==> src/rtl/sti_pixel_packer.sv <==
// ---------------------------------------------------------------------------
// sti_pixel_packer
//
// Regroups the single-bit serial stream from the transmitter stage into 8-bit
// pixels (MSB first) and writes each one into a two-bank pixel memory whose
// banks are interleaved as a checkerboard. Once the end-of-stream indication
// arrives, the remaining pixel locations are written with zero, and then done
// is raised.
//
// Ports
//   clk       rising-edge clock
//   rst       asynchronous, active-high reset
//   so_valid  serial bit valid
//   so_data   serial bit
//   pi_end    end of stream (level; may stay high)
//   mem_wr    one-cycle write strobe per pixel
//   mem_bank  0 = even bank, 1 = odd bank
//   mem_addr  word address inside the selected bank (pixel index >> 1)
//   mem_data  pixel value
//   pix_cnt   number of pixels written so far
//   done      high once all DEPTH locations are written; held until rst
// ---------------------------------------------------------------------------
module sti_pixel_packer #(
    parameter int DEPTH = 256,
    parameter int IMG_W = 16
) (
    input  logic                       clk,
    input  logic                       rst,
    input  logic                       so_valid,
    input  logic                       so_data,
    input  logic                       pi_end,
    output logic                       mem_wr,
    output logic                       mem_bank,
    output logic [$clog2(DEPTH)-2:0]   mem_addr,
    output logic [7:0]                 mem_data,
    output logic [$clog2(DEPTH):0]     pix_cnt,
    output logic                       done
);

    localparam int AW = $clog2(DEPTH);
    localparam int CW = $clog2(IMG_W);
    localparam logic [AW:0] LAST_PIX = (AW+1)'(DEPTH - 1);
    localparam logic [AW:0] FULL_CNT = (AW+1)'(DEPTH);
    // With one pixel per row the column is always 0, so it never toggles the bank.
    localparam logic        COL_EN   = (IMG_W > 1) ? 1'b1 : 1'b0;

    typedef enum logic [1:0] {
        ST_RECV = 2'd0,
        ST_FILL = 2'd1,
        ST_DONE = 2'd2
    } state_t;

    state_t      r_state;
    state_t      w_state_nxt;
    logic [2:0]  r_bit_cnt;
    logic [7:0]  r_shift;
    logic        w_cap;
    logic        w_flush;
    logic        w_pix_wr;
    logic [7:0]  w_wr_data;
    logic        w_bank;

    // Checkerboard bank: row parity XOR column parity. pix_cnt[CW] is row bit 0;
    // it stays valid when IMG_W == DEPTH because pix_cnt[AW] is 0 whenever we write.
    assign w_bank = pix_cnt[CW] ^ (pix_cnt[0] & COL_EN);

    // State register.
    always_ff @(posedge clk or posedge rst) begin
        if (rst) begin
            r_state <= ST_RECV;
        end else begin
            r_state <= w_state_nxt;
        end
    end

    // Next-state and per-edge action decode; pi_end outranks so_valid.
    always_comb begin
        w_state_nxt = r_state;
        w_cap       = 1'b0;
        w_flush     = 1'b0;
        w_pix_wr    = 1'b0;
        w_wr_data   = 8'h00;
        case (r_state)
            ST_RECV: begin
                if (pi_end) begin
                    // The partial byte (and any 8th bit on this edge) is dropped.
                    w_flush     = 1'b1;
                    w_state_nxt = (pix_cnt < FULL_CNT) ? ST_FILL : ST_DONE;
                end else if (so_valid) begin
                    w_cap = 1'b1;
                    if (r_bit_cnt == 3'd7) begin
                        w_pix_wr  = 1'b1;
                        w_wr_data = {r_shift[6:0], so_data};
                        if (pix_cnt == LAST_PIX) begin
                            w_state_nxt = ST_DONE;
                        end else begin
                            w_state_nxt = ST_RECV;
                        end
                    end else begin
                        w_pix_wr = 1'b0;
                    end
                end else begin
                    w_cap = 1'b0;
                end
            end
            ST_FILL: begin
                w_pix_wr  = 1'b1;
                w_wr_data = 8'h00;
                if (pix_cnt == LAST_PIX) begin
                    w_state_nxt = ST_DONE;
                end else begin
                    w_state_nxt = ST_FILL;
                end
            end
            ST_DONE: begin
                w_state_nxt = ST_DONE;
            end
            default: begin
                w_state_nxt = ST_RECV;
            end
        endcase
    end

    // Bit assembly, memory write port and progress outputs.
    always_ff @(posedge clk or posedge rst) begin
        if (rst) begin
            r_bit_cnt <= 3'd0;
            r_shift   <= 8'h00;
            mem_wr    <= 1'b0;
            mem_bank  <= 1'b0;
            mem_addr  <= '0;
            mem_data  <= 8'h00;
            pix_cnt   <= '0;
            done      <= 1'b0;
        end else begin
            if (w_flush) begin
                r_bit_cnt <= 3'd0;
                r_shift   <= 8'h00;
            end else if (w_cap) begin
                // bit_cnt wraps 7 -> 0 on the pixel-completing bit.
                r_shift   <= {r_shift[6:0], so_data};
                r_bit_cnt <= r_bit_cnt + 3'd1;
            end else begin
                r_bit_cnt <= r_bit_cnt;
                r_shift   <= r_shift;
            end

            mem_wr <= w_pix_wr;
            if (w_pix_wr) begin
                mem_data <= w_wr_data;
                mem_bank <= w_bank;
                mem_addr <= pix_cnt[AW-1:1];
                pix_cnt  <= pix_cnt + {{AW{1'b0}}, 1'b1};
            end else begin
                mem_data <= mem_data;
                mem_bank <= mem_bank;
                mem_addr <= mem_addr;
                pix_cnt  <= pix_cnt;
            end

            // done follows one cycle after entering DONE, i.e. after the last write cycle.
            done <= (r_state == ST_DONE);
        end
    end

endmodule

==> config.mk <==
export PLATFORM = sky130hd
export DESIGN_NAME = sti_pixel_packer
export DESIGN_NICKNAME = d
export VERILOG_FILES = /design/src/rtl/sti_pixel_packer.sv
export SDC_FILE = /design/constraint.sdc
export NUM_CORES = 1
export LEC_CHECK = 0
export BUFFER_PORTS_ARGS = -buffer_cell sky130_fd_sc_hd__buf_2
export CORE_MARGIN = 2
export CORE_UTILIZATION = 27
export CTS_CLUSTER_DIAMETER = 80
export DETAILED_ROUTE_END_ITERATION = 16
export SYNTH_ARGS = -nofsm -noshare
export SYNTH_HDL_FRONTEND = slang
export SYNTH_SLANG_ARGS = --single-unit
==> constraint.sdc <==
create_clock -name clk -period 2.4 [get_ports clk]
set_clock_uncertainty 0.15 [all_clocks]
set_input_delay 0.48 -clock clk [delete_from_list [all_inputs] [get_ports clk]]
set_output_delay 0.48 -clock clk [all_outputs]
set_load 0.05 [all_outputs]
-- Yosys cells after proc, flatten, opt, wreduce, memory -nomap -nowiden
Index checks and enable logic that the tools add are counted.
- bits in registers: 39
- bits of input ports: 5
- output and inout bits: 27
- logic and storage cells: 46
- add/subtract/negate cells: 2
- $lt $le $gt $ge: 1
- eq/ne operators: 6
- muxes and demuxes: 24
- bitwise operators: 1
- reductions and logical operators: 3
- operators by type and width (cell ; count):
    two-way mux 8 bit ; 4
    two-way mux 7 bit ; 2
    two-way mux 2 bit ; 6
    adder 9 x 1 -> 9 bit, second input constant ; 1
    equality test 9 x 8 -> 1 bit, second input constant ; 1
    less-than comparator 9 bit, second input constant ; 1
    two-way mux 1 bit ; 8
    two-way mux 3 bit ; 2
    inequality test 3 bit, second input constant ; 2
    one-hot mux 2 bit (3 select lines) ; 1
    adder 3 x 1 -> 3 bit, second input constant ; 1
    equality test 3 bit, second input constant ; 1
    equality test 2 x 1 -> 1 bit, second input constant ; 1
    equality test 2 bit, second input constant ; 1
    logical NOT 2 bit ; 1
    one-hot mux 1 bit (2 select lines) ; 1
    AND reduction 2 bit ; 1
    nonzero test 2 bit ; 1
    bitwise XOR 1 bit ; 1

-- Longest topological paths before layout
Gate-level depths: netlist of the first run.
- depth in word-level cells: 6
- depth in mapped cells: 6
- gate-level depth less buffers: 6

-- Worst setup path after synthesis of the first run
No wires, ideal clock.
- kind: register to register
- from: register r_bit_cnt[0]
- to: register mem_addr[0]
- setup time: 128 ps
- arrival: 1707 ps
- data required time: 2122 ps
- path slack: 415 ps
- cell stages (with the launch flop): 7
- path buffers: 1
- period minus slack after synthesis: 1985 ps
- path through: dfrtp_1 -> ha_1 -> ha_1 -> and3b_1 -> o21ai_4 -> buf_4 -> mux2_1
- longest elaborated chain between the ends: 5
- ends and longest elaborated chain (item ; RTL line ; text):
    start, declared ; 55 ; logic [2:0] r_bit_cnt;
    start signal, assigned ; 142 ; r_bit_cnt <= r_bit_cnt + 3'd1;
    start signal, assigned ; 144 ; r_bit_cnt <= r_bit_cnt;
    equality test 3 bit ; 91 ; if (r_bit_cnt == 3'd7) begin
    two-way mux 1 bit ; 91 ;
    two-way mux 1 bit ; 89 ; end else if (so_valid) begin
    two-way mux 1 bit ; 85 ; if (pi_end) begin
    one-hot mux 1 bit (2 select lines) ; 83 ; case (r_state)
    end signal, assigned ; 152 ; mem_addr <= pix_cnt[AW-1:1];
    end signal, assigned ; 157 ; mem_addr <= mem_addr;
    end, declared ; 34 ; output logic [$clog2(DEPTH)-2:0] mem_addr,
Every way passes these cells.
A chain may end at the register's enable or synchronous reset.

-- Worst setup path after layout of the first run
- from: register r_bit_cnt[0]
- to: register mem_addr[6]
- longest elaborated chain between the ends: 5
- ends and longest elaborated chain (item ; RTL line ; text):
    equality test 3 bit ; 91 ;
    two-way mux 1 bit ; 91 ;
    two-way mux 1 bit ; 89 ;
    two-way mux 1 bit ; 85 ;
    one-hot mux 1 bit (2 select lines) ; 83 ;
    via w_pix_wr ; 59 ; logic w_pix_wr;
The timed path passes the listed nets, and every way through them passes these cells.

==> results by group, run 1 <==
Placed design
  – Post-detail-place hpwl: 2140 µm
  – Area after DPL: 1880 µm²
  – Placer Congestion: 0.715
  – IO buf count: 31

Synth
  – Simple logic cell fraction of the synthesized area: 6.31%
  – Sequential fraction of the synthesis area: 60.0%
  – Post-Syn Nets: 124
  – Post-synth EDFFs: 0
  – Ys async rst share: 100%
  – Largest family of logic cells by synthesized area: compound AO/OA/AOI/OAI gates
  – Synth unique cells: 31
  – Synth Warn #: 0
  – Post-Synth Adder-Cell Area: 3.08%
  – Syn avg cell area: 14.1 µm²
  – Post-Synth XOR/XNOR Area: 4.31%
  – Synth Register Bits: 39
  – Post-synthesis mux area share: 7.54%
  – Syn Std Cell Area: 1630 µm²
  – Mapped Cells: 115
  – Primary FF master, synth: dfrtp_1
  – Compound-Gate Fraction of Synth Area: 15.9%

Floorplanning
  – Initial Util: 27.6%
  – Top Ports: 32
  – Die area: 6660 µm²
  – # rows: 28
  – CORE AREA: 5890 µm²
  – Die height: 81.6 µm
  – Die width: 81.6 µm

Worst setup path
  – Worst-path maximum fanout: 10
  – RR Startpoint: r_bit_cnt[0]$_DFFE_PP0P_
  – CP max stage cell: dfrtp_1
  – Startpoint types: register
  – CP endpoint kind: register
  – CP Cell Sequence: ha_1 -> ha_1 -> and3b_1 -> o21ai_4 -> inv_2 -> mux2_1
  – Critical path class: reg -> reg
  – WP data arrival: 2.16 ns
  – Critical path origin: r_bit_cnt[0]$_DFFE_PP0P_
  – Crit-path max cell delay: 0.39 ns
  – CP most frequent cell: ha_1
  – Critical Path RT: 2.43 ns

Timing
  – RSZ-0062 raised after global routing: false
  – Slew @ Worst Pin: 0.490 ns
  – Final Cycle Share: 89.0%
  – Final min period: 2.14 ns
  – Setup total negative slack: 0 ns
  – Fmax: 0.468 GHz
  – Max-slew violations: 0
  – Final Hold Fails: 0
  – Slew headroom: 67.3%
  – Final setup violating endpoints: 0

Routing
  – Initial drt markers: 55
  – Routed Antenna Nets: 0
  – Drt first pass iters: 4
  – Vias per cell: 4.45
  – Detailed-route DRC error count: 0
  – Avg WL per Cell: 13.7 µm
  – Drt total wl: 3110 µm
  – Via count: 1010

Clock tree
  – CTS Buffer Depth: 2
  – Clock Pin Slew Worst Setup and Hold Paths: 0.07 ns
  – CTS tree: built
  – Hold buffers post-CTS: 0
  – Clock buffer count from CTS: 5
  – Post-CTS sizing: 0
  – Post-CTS Setup Bufs: 0
  – CTS H-tree lvls: 2
  – Clock Sinks: 39
  – CTS root buffer: clkbuf_8
  – Clk Latency, worst-skew pair: 0.29 ns

Power
  – LEAKAGE: 0.967 nW
  – Pwr dens: 576 nW/µm²
  – Maximum VDD drop: 182 µV

Cells and area
  – Area growth syn-to-layout: 20.9%
  – Antenna cells: 0
  – Commonest non-fill, non-tap cell in the layout: dfrtp_1
  – Design area: 1970 µm²
  – Most frequent cells in the layout: 39 x dfrtp_1, 31 x buf_2, 16 x a22o_1
  – Share of layout cells above drive strength 1: 35.5%
  – Nets: 161

Global route
  – Total GRT Usage: 10.5%
  – Pin count of the biggest net entering global routing: 40
  – First-pass GRT wire length: 5110 µm
  – Initial antenna violation count: 0
  – Congestion Overflow GR: 0
  – Vias in the first global route: 994

Run
  – Maxcap violations: 0

Hold path
  – Worst min path class: in -> async

Status
  – Status: complete, no violations
[cell usage after synthesis, types with 3 or more instances]
cell | n | area (µm²)
dfrtp_1 | 39 | 976
a22o_1 | 16 | 140
mux2_2 | 6 | 67.6
xor2_1 | 6 | 52.6
ha_1 | 4 | 50.1
inv_1 | 4 | 15.0
mux2_1 | 4 | 45.0
nor2_1 | 4 | 15.0
buf_2 | 3 | 15.0
nand3_1 | 3 | 15.0
[cell families (layout without fill, tap and decap cells)]
kind of cell,after synthesis,after routing
simple gates,15,15
buf+inv,10,47
compound gates,28,28
mux,11,11
fa+ha+maj,4,4
flops,39,39
xor+xnor,8,8
[routing by layer]
layer  share of wire, %  track usage (%)  up-vias
met2                 43             14.1       17
li1                   -                -      498
met3                3.5             2.64        7
met4                2.9             7.00        0
met5                  0                0        -
met1                 51             14.7      488
[stage by stage]
step | setup WS [ns] | utilization, % | hold slack (ns) | power, mW | cells
finish | 0.265 | 33.4 | 0.152 | 1.13 | 227
global route | 0.134 | 33.4 | 0.203 | 1.18 | 227
CTS | 0.233 | 33.4 | 0.161 | 1.15 | 227
detailed placement | 0.245 | 31.9 | 0.327 | 0.697 | 220
global placement | 0.309 | 31.9 | 0.318 | 0.697 | 220
floorplan | 0.415 | - | 0.316 | 0.685 | 115
[critical path: cells and delay by family, from the launching register on]
family | cells | cell delay [ns]
AO/OA/AOI/OAI | 1 | 0.34
adder cells (fa/ha/maj) | 2 | 0.44
buffers and inverters | 1 | 0.14
flip-flops | 1 | 0.39
multiplexers | 1 | 0.34
AND/OR/NAND/NOR | 1 | 0.22
[power breakdown]
| group | total [mW] | switching (mW) | internal [mW] |
|---|---|---|---|
| clock network | 0.449 | 0.224 | 0.225 |
| registers | 0.659 | 0.00107 | 0.658 |
| logic | 0.0233 | 0.0169 | 0.00639 |
| total | 1.13 | 0.242 | 0.890 |
[registers in the layout, indices dropped and copies added (netlist names)]
register   cells
r_state        2
done           1
r_bit_cnt      3
mem_wr         1
pix_cnt        9
mem_addr       7
r_shift        7
mem_data       8
mem_bank       1
[path summary, 6_finish.rpt]
kind | cells after the start | endpoint | slack [ns]
worst min-delay path | 3 | mem_addr[1]$_DFFE_PP0P_ | 0.15
max in group asynchronous | 3 | r_shift[0]$_DFFE_PP0P_ | 1.61
worst max-delay path | 6 | mem_addr[6]$_DFFE_PP0P_ | 0.26
min in group clk | 2 | r_shift[0]$_DFFE_PP0P_ | 0.29
worst min register to register | 1 | mem_bank$_DFFE_PP0P_ | 0.34
worst max register to register | 6 | mem_addr[6]$_DFFE_PP0P_ | 0.26
[cell type report]
cell class	instances	area (µm²)
clock inverter	1	5.00
timing repair buffer	35	185
multi-input combinational	66	604
fill	601	3920
inverter	5	18.8
sequential	39	976
clock buffer	6	82.6
tap	75	93.8
Power figures use the tool's default switching activity.
==> run 2, diff against run 1 <==
- ABC_CLOCK_PERIOD_IN_PS: unset -> 2400
- MAX_ROUTING_LAYER: unset -> met4
==> results by group, run 2 (same netlist as run 1, synthesis figures left out) <==
Global route
  – Vias in the first global route: 996 (+0.20%)
  – First-pass GRT wire length: 5110 µm (+0.12%)
  – Congestion Overflow GR: 0 (unchanged)
  – Pin count of the biggest net entering global routing: 40 (unchanged)
  – Total GRT Usage: 10.8% (+0.30 points)
  – Initial antenna violation count: 0 (unchanged)

Worst setup path
  – Critical path class: reg -> reg
  – Critical path's top delay family: adder cells
  – CP Cell Sequence: ha_1 -> ha_1 -> and3b_1 -> o21ai_4 -> inv_2 -> mux2_1
  – CP max stage cell: dfrtp_1
  – Worst-path maximum fanout: 10 (unchanged)
  – CP bufs+invs: 1 (unchanged)
  – Startpoint types: register
  – CP most frequent cell: ha_1
  – WP data arrival: 2.17 ns (about the same)
  – Crit-path max cell delay: 0.39 ns (about the same)
  – R2R setup slack: 0.26 ns (about the same)
  – CP endpoint kind: register
  – Critical Path RT: 2.43 ns (about the same)

Routing
  – Vias per cell: 4.50 (+1.1%)
  – Met1 wire length: 1610 µm (+2.2%)
  – Detailed-route DRC error count: 0 (unchanged)
  – Met2 Wirelength: 1310 µm (-1.9%)
  – Drt first pass iters: 2 (-2)
  – Initial drt markers: 41 (-25%)
  – Drt total wl: 3120 µm (+0.32%)
  – Metal3 WL: 107 µm (-1.8%)
  – Via count: 1021 (+1.1%)
  – Avg WL per Cell: 13.7 µm (+0.32%)
  – Top Metal Used: met4
  – Routed Antenna Nets: 0 (unchanged)

Power
  – Register share of total power: 58.1% (-0.2 points)
  – Total power: 1.13 mW (+0.28%)
  – P_int: 0.890 mW (unchanged)
  – LEAKAGE: 0.967 nW (unchanged)
  – Part of the power in combinational logic: 2.0% (about the same)
  – Clock group share of total power: 39.9% (+0.2 points)
  – NetSw: 0.245 mW (+1.3%)
  – Maximum VDD drop: 182 µV (+0.32%)
  – Sw frac: 21.6% (+0.22 points)
  – Pwr dens: 577 nW/µm² (+0.28%)

Floorplanning
  – Die width: 81.6 µm (unchanged)
  – Top Ports: 32 (unchanged)
  – Initial Util: 27.6% (unchanged)
  – # rows: 28 (unchanged)
  – Die area: 6660 µm² (unchanged)
  – Die height: 81.6 µm (unchanged)
  – CORE AREA: 5890 µm² (unchanged)

Cells and area
  – Commonest non-fill, non-tap cell in the layout: dfrtp_1
  – Fill count: 601 (unchanged)
  – Antenna cells: 0 (unchanged)
  – Largest registers: pix_cnt: 9 flops, mem_data: 8 flops
  – Max reg flops: 9 (unchanged)
  – Nets: 161 (unchanged)
  – Area growth syn-to-layout: 20.9% (unchanged)
  – Most frequent cells in the layout: 39 x dfrtp_1, 31 x buf_2, 16 x a22o_1
  – Largest Register: pix_cnt
  – Share of layout cells above drive strength 1: 35.5% (unchanged)

Timing
  – Max-slew violations: 0 (unchanged)
  – Final setup violating endpoints: 0 (unchanged)
  – Setup total negative slack: 0 ns (unchanged)
  – Final min period: 2.14 ns (+0.00507 ns)
  – Final Cycle Share: 89.2% (+0.21 points)
  – Fmax: 0.467 GHz (-0.24%)
  – Slew headroom: 67.5% (+0.22 points)
  – RSZ-0062 raised after global routing: false
  – Slew @ Worst Pin: 0.487 ns (-0.00337 ns)
  – Final Hold Fails: 0 (unchanged)

Clock tree
  – Clock buffer count from CTS: 5 (unchanged)
  – Post-CTS Setup Bufs: 0 (unchanged)
  – CTS tree: built
  – CTS Buffer Depth: 2 (unchanged)
  – Clock Sinks: 39 (unchanged)
  – Post-CTS sizing: 0 (unchanged)
  – Hold buffers post-CTS: 0 (unchanged)
  – Clk Latency, worst-skew pair: 0.29 ns (about the same)
  – CTS root buffer: clkbuf_8
  – CTS H-tree lvls: 2 (unchanged)
  – Clock Pin Slew Worst Setup and Hold Paths: 0.07 ns (about the same)

Status
  – Status: complete, no violations

Hold path
  – Worst min path class: in -> async

Placed design
  – Placer Congestion: 0.723 (+1.1%)
  – Post-detail-place hpwl: 2140 µm (unchanged)
  – IO buf count: 31 (unchanged)

Run
  – Maxcap violations: 0 (unchanged)
[run 2: cell counts in the layout (fill, tap and decap cells not counted)]
Identical to the previous run, type by type.
[run 2: layer usage]
layer	GRT usage, %	vias to the layer above
met4	7.00	0
met2	14.1	17
met3	2.64	7
met1	14.7	498
met5	-	-
li1	-	499
[run 2: worst paths after layout]
path,startpoint,endpoint,depth (start not counted)
min in group clk,so_data,r_shift[0]$_DFFE_PP0P_,2
setup / recovery,r_bit_cnt[0]$_DFFE_PP0P_,mem_addr[6]$_DFFE_PP0P_,6
hold / removal,rst,mem_addr[1]$_DFFE_PP0P_,3
hold reg to reg,mem_bank$_DFFE_PP0P_,mem_bank$_DFFE_PP0P_,1
setup reg to reg,r_bit_cnt[0]$_DFFE_PP0P_,mem_addr[6]$_DFFE_PP0P_,6
max in group asynchronous,rst,r_shift[1]$_DFFE_PP0P_,3
[run 2: per-stage QoR]
| step | hold WS [ns] | instances | cell area [µm²] | utilization [%] | setup WS [ns] |
|---|---|---|---|---|---|
| final | 0.147 | 227 | 1970 | 33.4 | 0.260 |
| after global routing | 0.203 | 227 | 1970 | 33.4 | 0.134 |
| after CTS | 0.161 | 227 | 1970 | 33.4 | 0.233 |
| after detailed placement | 0.327 | 220 | 1880 | 31.9 | 0.245 |
| after global placement | 0.318 | 220 | 1880 | 31.9 | 0.309 |
| after floorplan | 0.316 | 115 | 1630 | - | 0.415 |
[run 2: final cells by class]
class | instances | area [µm²] | share of cell area (%)
flip-flops and latches | 39 | 976 | 49.6
multi-input cells | 66 | 604 | 30.7
repair buffers | 35 | 185 | 9.42
well taps | 75 | 93.8 | 4.77
clock buffers | 6 | 82.6 | 4.20
inverters | 5 | 18.8 | 0.955
clock inverters | 1 | 5.00 | 0.255
[run 2: power by group through the flow]
stage | registers, mW | logic, mW | clock network, mW
2_1_floorplan | 0.672 | 0.0129 | 0
3_3_place_gp | 0.672 | 0.0245 | 0
3_5_place_dp | 0.672 | 0.0245 | 0
4_1_cts | 0.659 | 0.0246 | 0.469
5_1_grt | 0.659 | 0.0272 | 0.494
6_report | 0.659 | 0.0233 | 0.452
[run 2: worst min-delay path, stage by stage]
cell and delay (ns):
buf_2 0.09, inv_1 0.04, buf_4 0.42
==> run 3, diff against run 2 <==
==> constraint.sdc (replaced) <==
create_clock -name clk -period 2.4 [get_ports clk]
set_clock_uncertainty 0.15 [all_clocks]
set_input_delay 0.24 -clock clk [delete_from_list [all_inputs] [get_ports clk]]
set_output_delay 0.24 -clock clk [all_outputs]
set_load 0.05 [all_outputs]
==> results by group, run 3 (same netlist as run 1, synthesis figures left out) <==
Routing
  – Avg WL per Cell: 13.8 µm (+0.26%)
  – Metal3 WL: 128 µm (+20%)
  – Initial drt markers: 37 (-9.8%)
  – Met1 wire length: 1540 µm (-4.2%)
  – Routed Antenna Nets: 0 (unchanged)
  – Met2 Wirelength: 1360 µm (+4.0%)
  – Via count: 1037 (+1.6%)
  – Drt total wl: 3140 µm (+0.71%)
  – Vias per cell: 4.55 (+1.1%)
  – Detailed-route DRC error count: 0 (unchanged)
  – Top Metal Used: met4
  – Drt first pass iters: 4 (+2)

Global route
  – First-pass GRT wire length: 5110 µm (-0.12%)
  – Pin count of the biggest net entering global routing: 40 (unchanged)
  – Congestion Overflow GR: 0 (unchanged)
  – Vias in the first global route: 1014 (+1.8%)
  – Initial antenna violation count: 0 (unchanged)
  – Total GRT Usage: 10.8% (about the same)

Cells and area
  – Commonest non-fill, non-tap cell in the layout: dfrtp_1
  – Max reg flops: 9 (unchanged)
  – Nets: 161 (unchanged)
  – Fill count: 604 (+0.50%)
  – Share of layout cells above drive strength 1: 35.3% (-0.23 points)
  – Fin util: 33.9% (+0.55 points)
  – Most frequent cells in the layout: 39 x dfrtp_1, 31 x buf_2, 16 x a22o_1
  – Area growth syn-to-layout: 22.9%
  – Largest registers: pix_cnt: 9 flops, mem_data: 8 flops
  – Antenna cells: 0 (unchanged)
  – Largest Register: pix_cnt

Timing
  – RSZ-0062 raised after global routing: false
  – Final min period: 2.12 ns (-0.0224 ns)
  – Slew @ Worst Pin: 0.777 ns (+0.290 ns)
  – Final Hold Fails: 0 (unchanged)
  – Final worst setup slack: 0.282 ns (+0.0224 ns)
  – Final Cycle Share: 88.2% (-0.93 points)
  – Slew headroom: 48.0% (-20 points)
  – Fmax: 0.472 GHz (+1.1%)
  – Final setup violating endpoints: 0 (unchanged)
  – Setup total negative slack: 0 ns (unchanged)
  – Max-slew violations: 0 (unchanged)

Floorplanning
  – CORE AREA: 5890 µm² (unchanged)
  – # rows: 28 (unchanged)
  – Top Ports: 32 (unchanged)
  – Die width: 81.6 µm (unchanged)
  – Initial Util: 27.6% (unchanged)
  – Die area: 6660 µm² (unchanged)
  – Die height: 81.6 µm (unchanged)

Worst setup path
  – WP data arrival: 2.15 ns (-0.02 ns)
  – Critical path origin: r_bit_cnt[0]$_DFFE_PP0P_
  – RR Startpoint: r_bit_cnt[0]$_DFFE_PP0P_
  – Critical Path RT: 2.43 ns (about the same)
  – Worst Setup EP: mem_addr[6]$_DFFE_PP0P_
  – CP endpoint kind: register
  – R2R Path End: mem_addr[6]$_DFFE_PP0P_
  – R2R setup slack: 0.28 ns (+0.02 ns)
  – Worst Reg2Reg Path Length in Cells: 6 (unchanged)
  – Startpoint types: register
  – Worst-path maximum fanout: 10 (unchanged)
  – Critical path class: reg -> reg

Power
  – LEAKAGE: 0.981 nW (+1.5%)
  – Maximum VDD drop: 330 µV (+81%)
  – Pwr dens: 627 nW/µm² (+8.5%)

Clock tree
  – CTS H-tree lvls: 2 (unchanged)
  – Clock Sinks: 39 (unchanged)
  – CTS tree: built
  – Clk Latency, worst-skew pair: 0.30 ns (about the same)
  – Post-CTS Setup Bufs: 0 (unchanged)
  – Clock Pin Slew Worst Setup and Hold Paths: 0.07 ns (about the same)
  – CTS Buffer Depth: 2 (unchanged)
  – Clock buffer count from CTS: 5 (unchanged)
  – CTS root buffer: clkbuf_8
  – Hold buffers post-CTS: 1 (+1)
  – Post-CTS sizing: 0 (unchanged)

Placed design
  – IO buf count: 31 (unchanged)
  – Post-detail-place hpwl: 2200 µm (+2.8%)
  – Placement Setup Slack: 0.263 ns (+0.0178 ns)
  – Placer Congestion: 0.729 (+0.80%)

Status
  – Status: complete, no violations

Hold path
  – Worst min path class: in -> reg
  – Hold Crit Start: so_data

Run
  – Maxcap violations: 0 (unchanged)
run 3: cell count changes in the layout (fill, tap and decap cells not counted), sizes merged:
cell | before | now
dlygate4sd3 | 0 | 1
buf | 35 | 34
bufinv | 0 | 1
run 3: worst max-delay path, cell delays in order, from the launching register on:
cell and delay [ns]:
dfrtp_1 0.39, ha_1 0.20, ha_1 0.24, and3b_1 0.22, o21ai_4 0.34, inv_2 0.14, mux2_1 0.34
run 3: report_power, final:
group	internal (mW)	switching, mW
Combinational	0.00745	0.0170
Sequential	0.658	0.00103
Clock	0.336	0.232
Total	1.00	0.250
run 3: final cells by class:
type                    instances  area [µm²]  area share, %
clock buffers                   6        82.6           4.13
flip-flops and latches         39         976           48.8
clock inverters                 2        35.0           1.75
well taps                      75        93.8           4.70
repair buffers                 35         188           9.39
inverters                       5        18.8          0.939
multi-input cells              66         604           30.2
run 3: per-layer routing:
layer,track usage (%),up-vias
met5,-,-
met3,3.30,9
li1,-,505
met4,7.17,0
met1,13.9,502
met2,14.5,21
run 3: metrics by stage:
stage / total power, mW / hold slack, ns / area (µm²) / cells
floorplan: 0.685 / 0.223 / 1630 / 115
global placement: 0.697 / 0.237 / 1870 / 219
detailed placement: 0.697 / 0.233 / 1870 / 219
CTS: 1.27 / 0.0614 / 2000 / 228
global route: 1.30 / 0.0659 / 2000 / 228
finish: 1.25 / 0.0626 / 2000 / 228
run 3: worst min-delay path by stage:
stage | slack (ns) | end | depth (start not counted)
final | 0.06 | r_shift[0]$_DFFE_PP0P_ | 2
after global routing | 0.07 | r_shift[0]$_DFFE_PP0P_ | 2
after CTS | 0.06 | r_shift[0]$_DFFE_PP0P_ | 2
after detailed placement | 0.23 | done$_DFF_PP0_ | 3
after global placement | 0.24 | done$_DFF_PP0_ | 3
after floorplan | 0.22 | r_shift[0]$_DFFE_PP0P_ | 1
